$ cat config.mk
export PLATFORM = sky130hd
export DESIGN_NAME = cordic_rot_sequencer
export DESIGN_NICKNAME = d
export VERILOG_FILES = /design/src/rtl/cordic_rot_sequencer.sv
export SDC_FILE = /design/constraint.sdc
export NUM_CORES = 1
export LEC_CHECK = 0
export ABC_CLOCK_PERIOD_IN_PS = 6900
export CAP_MARGIN = 30
export CORE_ASPECT_RATIO = 2
export CORE_MARGIN = 10
export CORE_UTILIZATION = 40
export DETAILED_ROUTE_END_ITERATION = 16
export GPL_TIMING_DRIVEN = 0
export PLACE_DENSITY = 0.71
export RECOVER_POWER = 100
export SLEW_MARGIN = 20
export SYNTH_ARGS = -nofsm -noshare
export SYNTH_HDL_FRONTEND = slang
export SYNTH_SLANG_ARGS = --single-unit
$ cat constraint.sdc
create_clock -name clk -period 6.9 [get_ports clk]
set_input_delay 1.38 -clock clk [delete_from_list [all_inputs] [get_ports clk]]
set_output_delay 1.38 -clock clk [all_outputs]
set_load 0.005 [all_outputs]
$ cat src/rtl/cordic_rot_sequencer.sv
// Iterative CORDIC rotation-mode sequencer: arbitrates two requesters and runs one job
// through NUM_STAGES shift-add micro-rotations, returning the unscaled result with a requester tag.
module cordic_rot_sequencer #(
  parameter int CORDIC_WIDTH = 22,
  parameter int NUM_STAGES   = 16,
  localparam int CNT_W       = $clog2(NUM_STAGES) + 1
) (
  input  logic                    clk,
  input  logic                    nreset,
  input  logic                    enable,
  input  logic                    req0_valid,
  output logic                    req0_ready,
  input  logic [CORDIC_WIDTH-1:0] req0_x,
  input  logic [CORDIC_WIDTH-1:0] req0_y,
  input  logic [NUM_STAGES-1:0]   req0_dir,
  input  logic                    req1_valid,
  output logic                    req1_ready,
  input  logic [CORDIC_WIDTH-1:0] req1_x,
  input  logic [CORDIC_WIDTH-1:0] req1_y,
  input  logic [NUM_STAGES-1:0]   req1_dir,
  output logic                    out_valid,
  input  logic                    out_ready,
  output logic [CORDIC_WIDTH-1:0] x_out,
  output logic [CORDIC_WIDTH-1:0] y_out,
  output logic                    out_id,
  output logic                    busy
);

  typedef enum logic [1:0] {
    ST_IDLE = 2'd0,
    ST_ROT  = 2'd1,
    ST_DONE = 2'd2
  } state_t;

  state_t                  state_r;
  state_t                  state_nxt_s;
  logic [CORDIC_WIDTH-1:0] x_r;
  logic [CORDIC_WIDTH-1:0] y_r;
  logic [NUM_STAGES-1:0]   dir_r;
  logic [CNT_W-1:0]        cnt_r;
  logic                    last_grant_r;
  logic                    grant_s;
  logic                    accept_s;
  logic                    last_stage_s;
  logic                    d_s;
  logic [CORDIC_WIDTH-1:0] x_sh_s;
  logic [CORDIC_WIDTH-1:0] y_sh_s;
  logic [CORDIC_WIDTH-1:0] x_nxt_s;
  logic [CORDIC_WIDTH-1:0] y_nxt_s;

  // Arbitration: a lone requester wins; on a tie the one not granted last time wins.
  always_comb begin
    grant_s = 1'b0;
    if (req0_valid && req1_valid) begin
      grant_s = ~last_grant_r;
    end else if (req1_valid) begin
      grant_s = 1'b1;
    end else begin
      grant_s = 1'b0;
    end
  end

  // One micro-rotation from the pre-edge x/y; sums wrap at CORDIC_WIDTH.
  always_comb begin
    d_s          = dir_r[cnt_r[CNT_W-2:0]];
    x_sh_s       = $signed(x_r) >>> cnt_r;
    y_sh_s       = $signed(y_r) >>> cnt_r;
    last_stage_s = (cnt_r == CNT_W'(NUM_STAGES - 1));
    if (d_s) begin
      x_nxt_s = x_r - y_sh_s;
      y_nxt_s = y_r + x_sh_s;
    end else begin
      x_nxt_s = x_r + y_sh_s;
      y_nxt_s = y_r - x_sh_s;
    end
  end

  // State register
  always_ff @(posedge clk or negedge nreset) begin
    if (!nreset) begin
      state_r <= ST_IDLE;
    end else begin
      state_r <= state_nxt_s;
    end
  end

  // Next-state logic
  always_comb begin
    state_nxt_s = state_r;
    case (state_r)
      ST_IDLE: if (accept_s) state_nxt_s = ST_ROT;  else state_nxt_s = ST_IDLE;
      ST_ROT:  if (enable && last_stage_s) state_nxt_s = ST_DONE; else state_nxt_s = ST_ROT;
      ST_DONE: if (out_ready) state_nxt_s = ST_IDLE; else state_nxt_s = ST_DONE;
      default: state_nxt_s = ST_IDLE;
    endcase
  end

  // Handshake outputs; at most one ready since grant selects a single requester.
  always_comb begin
    req0_ready = (state_r == ST_IDLE) && !grant_s && req0_valid;
    req1_ready = (state_r == ST_IDLE) &&  grant_s && req1_valid;
    accept_s   = req0_ready || req1_ready;
    busy       = (state_r != ST_IDLE);
  end

  // Datapath and result registers
  always_ff @(posedge clk or negedge nreset) begin
    if (!nreset) begin
      x_r          <= '0;
      y_r          <= '0;
      dir_r        <= '0;
      cnt_r        <= '0;
      last_grant_r <= 1'b1;
      out_valid    <= 1'b0;
      out_id       <= 1'b0;
      x_out        <= '0;
      y_out        <= '0;
    end else begin
      case (state_r)
        ST_IDLE: begin
          if (accept_s) begin
            x_r          <= grant_s ? req1_x   : req0_x;
            y_r          <= grant_s ? req1_y   : req0_y;
            dir_r        <= grant_s ? req1_dir : req0_dir;
            out_id       <= grant_s;
            last_grant_r <= grant_s;
            cnt_r        <= '0;
          end
        end
        ST_ROT: begin
          if (enable) begin
            x_r   <= x_nxt_s;
            y_r   <= y_nxt_s;
            cnt_r <= cnt_r + CNT_W'(1);
            if (last_stage_s) begin
              out_valid <= 1'b1;
              x_out     <= x_nxt_s;
              y_out     <= y_nxt_s;
            end
          end
        end
        ST_DONE: begin
          if (out_ready) begin
            out_valid <= 1'b0;
          end
        end
        default: begin
          out_valid <= 1'b0;
        end
      endcase
    end
  end

endmodule
==> reports/results.tsv <==
stage	metric	value	unit
run_status	status	finished with violations	
run_status	violations	max-capacitance violations, max-slew violations	
drt	wl	52.3	mm
timing	setup_viol	0	
clock_tree	worstSkewPairLatency	460	ps
clock_tree	htree_levels	4	
yosys	synth_async_sr_flop_share	100	%
clock_tree	cts_tree	done	
die	die_h	253	um
yosys	synth-xor-area-share	6.39	%
yosys	ys_top_cells_by_area	dfrtp_1, mux4_2, nand2_1, ha_1, o21ai_0	
critical_path	r2r_start	cnt_r[2]	
layout	n_fill_cell	2594	
global_route	overflow	0	
drt	vias	11500	
critical_path	cp-start-kind	flop	
yosys	ys_types	78	
layout	syn_to_final_growth	26.6	%
placement	place_congestion	1.02	
global_route	use_met3	5.23	%
timing	period_share	98.3	%
layout	seqCellArea	2850	um2
critical_path	crit_type	flop to flop	
yosys	synth_top_family_by_area	compound AO/OA/AOI/OAI gates	
clock_tree	cts-root-buf	clkbuf_16	
global_route	track_usage	30.0	%
yosys	yosysMostFrequentCell	nand2_1	
placement	port_buffers	174	
critical_path	cp_max_fo	10	
timing	hold_viol_final	0	
yosys	synth_cells	1286	
drt	vias_per_cell	6.20	
critical_path	rrSetupSlack	110	ps
yosys	synth_top_area_cell	dfrtp_1	
layout	fin_nets	1664	
job	maxCapViolCount	1	
yosys	syn_area	10800	um2
placement	dp_slack	-356	ps
critical_path	startpoint	cnt_r[2]	
critical_path	crit_path_end	y_r[21]	
die	ios	175	
global_route	gr-usage-met2	54.7	%
die	initial_core_util	40.4	%
yosys	synthFlopType	dfrtp_1	
yosys	synth_top_area_share	26.1	%
die	row_count	85	
die	dieArea	34500	um2
yosys	synth_compound_area_share	21.9	%
layout	antenna_cells	0	
yosys	yosys_warnings	0	
yosys	synth-simple-area-share	18.2	%
timing	maxSlewViolCount	49	
timing	max-slew-margin-rel	-108	%
hold_path	hp-class	flop to flop	
timing	fmax	147	MHz
yosys	syn_area_per_cell	8.42	um2
yosys	synth_fa_ha_area_share	6.26	%
yosys	yosysSeqAreaShare	26.3	%
timing	setup_ws	115	ps
critical_path	cp.arrival	7070	ps
yosys	synth-edff-count	0	
timing	fin_tns_setup	0	ps
yosys	syn_nets	1465	
global_route	grt_pass1_vias	11800	
drt	initialDrtViolationCount	944	
timing	finClkSkew	14.6	ps
timing	final.min_clock_period	6790	ps
drt	ant_nets	0	
clock_tree	clock-sinks	114	
critical_path	worst_ep_required_time	7180	ps
yosys	synthMuxAreaShare	16.7	%
global_route	grtUsageMet1	28.3	%
die	core_area	26800	um2
drt	avgRoutedWirePerCell	28.3	um
drt	drc_errors	0	
clock_tree	clk_pin_slew	60	ps
drt	first_pass_iters	5	
placement	place_hpwl	42.1	mm
critical_path	rr_worst_depth	23	
global_route	grt_pass1_wl	75.4	mm
clock_tree	cts_made_buffers	17	
yosys	yosys-top-cells-count	nand2_1, dfrtp_1, o21ai_0, nor2_1, a21oi_1	
yosys	synth_seq_cells	114	
global_route	grt_antenna_before_repair	0	
timing	worstMarginPinSlew	3130	ps
critical_path	reg2reg_to	y_r[21]	
die	die_w	136	um
layout	multi_input_area	7550	um2
global_route	grt_start_max_net_pins	67	
layout	drive_gt1_share	11.0	%
timing	rsz0062_at_grt	no	
global_route	grt_busiest_layer	met2	
critical_path	cp-end-kind	flop	
clock_tree	clock_path_buffers	2	
==> worst max-delay path: stages (launching register included) <==
cell      delay, ps
dfrtp_1         330
buf_4           170
buf_6           180
buf_4           210
buf_2           340
buf_2           450
buf_2           390
mux4_2          350
nand2_1          80
nand3_1         140
o21ai_2         310
clkbuf_2        420
o31ai_1         150
xor2_1          390
ha_1            340
a211o_1         330
a211o_1         310
a31oi_1         280
o21ai_0         310
nand3_1         160
nand2_1         110
a31o_2          270
xor2_1          380
a221oi_1        140
==> how the worst min path moves through the flow <==
stage	from	end	depth (start not counted)	slack, ps
CTS	x_out[14]	x_out[14]	2	480
detailed placement	out_valid	out_valid	2	470
floorplan	y_out[20]	y_out[20]	2	470
finish	x_out[14]	x_out[14]	2	470
global route	x_out[8]	x_out[8]	2	500
global placement	out_id	out_id	1	460
==> stage by stage <==
stage | instance area, um2 | util (%) | cells | hold WS [ps]
4_1_cts | 13700 | 51.1 | 1846 | 483
5_1_grt | 13700 | 51.2 | 1846 | 502
2_1_floorplan | 10800 | - | 1286 | 467
6_report | 13700 | 51.2 | 1846 | 473
3_5_place_dp | 13100 | 48.8 | 1814 | 469
3_3_place_gp | 13000 | 48.5 | 1808 | 461
==> cells by family (layout without fill, tap and decap cells) <==
group | count (synthesis) | in the layout
AO/OA/AOI/OAI | 366 | 366
AND/OR/NAND/NOR | 452 | 452
adder cells (fa/ha/maj) | 53 | 53
XOR/XNOR | 79 | 79
flip-flops | 114 | 114
multiplexers | 122 | 122
buffers and inverters | 100 | 312
==> flip-flops by register name, indices dropped and copies added (netlist names) <==
| register | count |
|---|---|
| x_out | 22 |
| dir_r | 16 |
| cnt_r | 5 |
| x_r | 22 |
| state_r | 2 |
| last_grant_r | 1 |
| y_out | 22 |
| y_r | 22 |
| out_id | 1 |
| out_valid | 1 |
==> what timing repair did <==
action / 4_1_cts / 5_1_grt
setup buffers: 0 / 0
endpoints found under the setup margin: 11 / 11
resized for setup: 4 / 5
hold buffers: 0 / 0
gates cloned: 0 / 0
pin swaps: 0 / 0
==> routing by layer <==
layer,vias up,share of wire (%)
met5,-,0
met4,0,9.0
met3,192,5.7
met2,564,53
met1,5583,32
li1,5113,-
==> final cells by class <==
class,instances,share of cell area [%]
Buffer,78,2.77
Clock buffer,21,3.28
Clock inverter,11,1.13
Inverter,21,0.575
Multi-Input combinational cell,1072,55.1
Sequential cell,114,20.8
Tap cell,348,3.18
Timing Repair Buffer,181,13.2
==> layout by cell type, fill, tap and decap left out, types with 5 or more instances in the layout <==
cell type / instances
a22oi_1: 6
and3_1: 23
a211oi_1: 8
o221ai_1: 6
a211o_1: 10
mux4_2: 43
a221oi_1: 5
a21o_1: 28
nand3_1: 26
clkdlybuf4s50_1: 121
mux2_2: 37
ha_1: 51
buf_2: 13
clkbuf_16: 17
buf_6: 8
inv_1: 19
a31oi_1: 32
a22o_1: 7
nand4_1: 5
dfrtp_1: 113
nand2b_1: 9
nor3_1: 14
o21bai_1: 6
xnor2_1: 37
nor2_1: 92
o22ai_1: 8
nand2_1: 249
clkbuf_1: 53
buf_4: 5
xor2_1: 40
a21oi_1: 79
o31ai_1: 6
mux2i_1: 41
dlygate4sd3_1: 52
o21ai_0: 102
o211ai_1: 10
o21a_1: 11
nor2b_1: 6
or3_1: 6
Power is left out: the tool's default activity adds up to more than one toggle a clock period on the data nets, which glitch-free logic cannot reach.
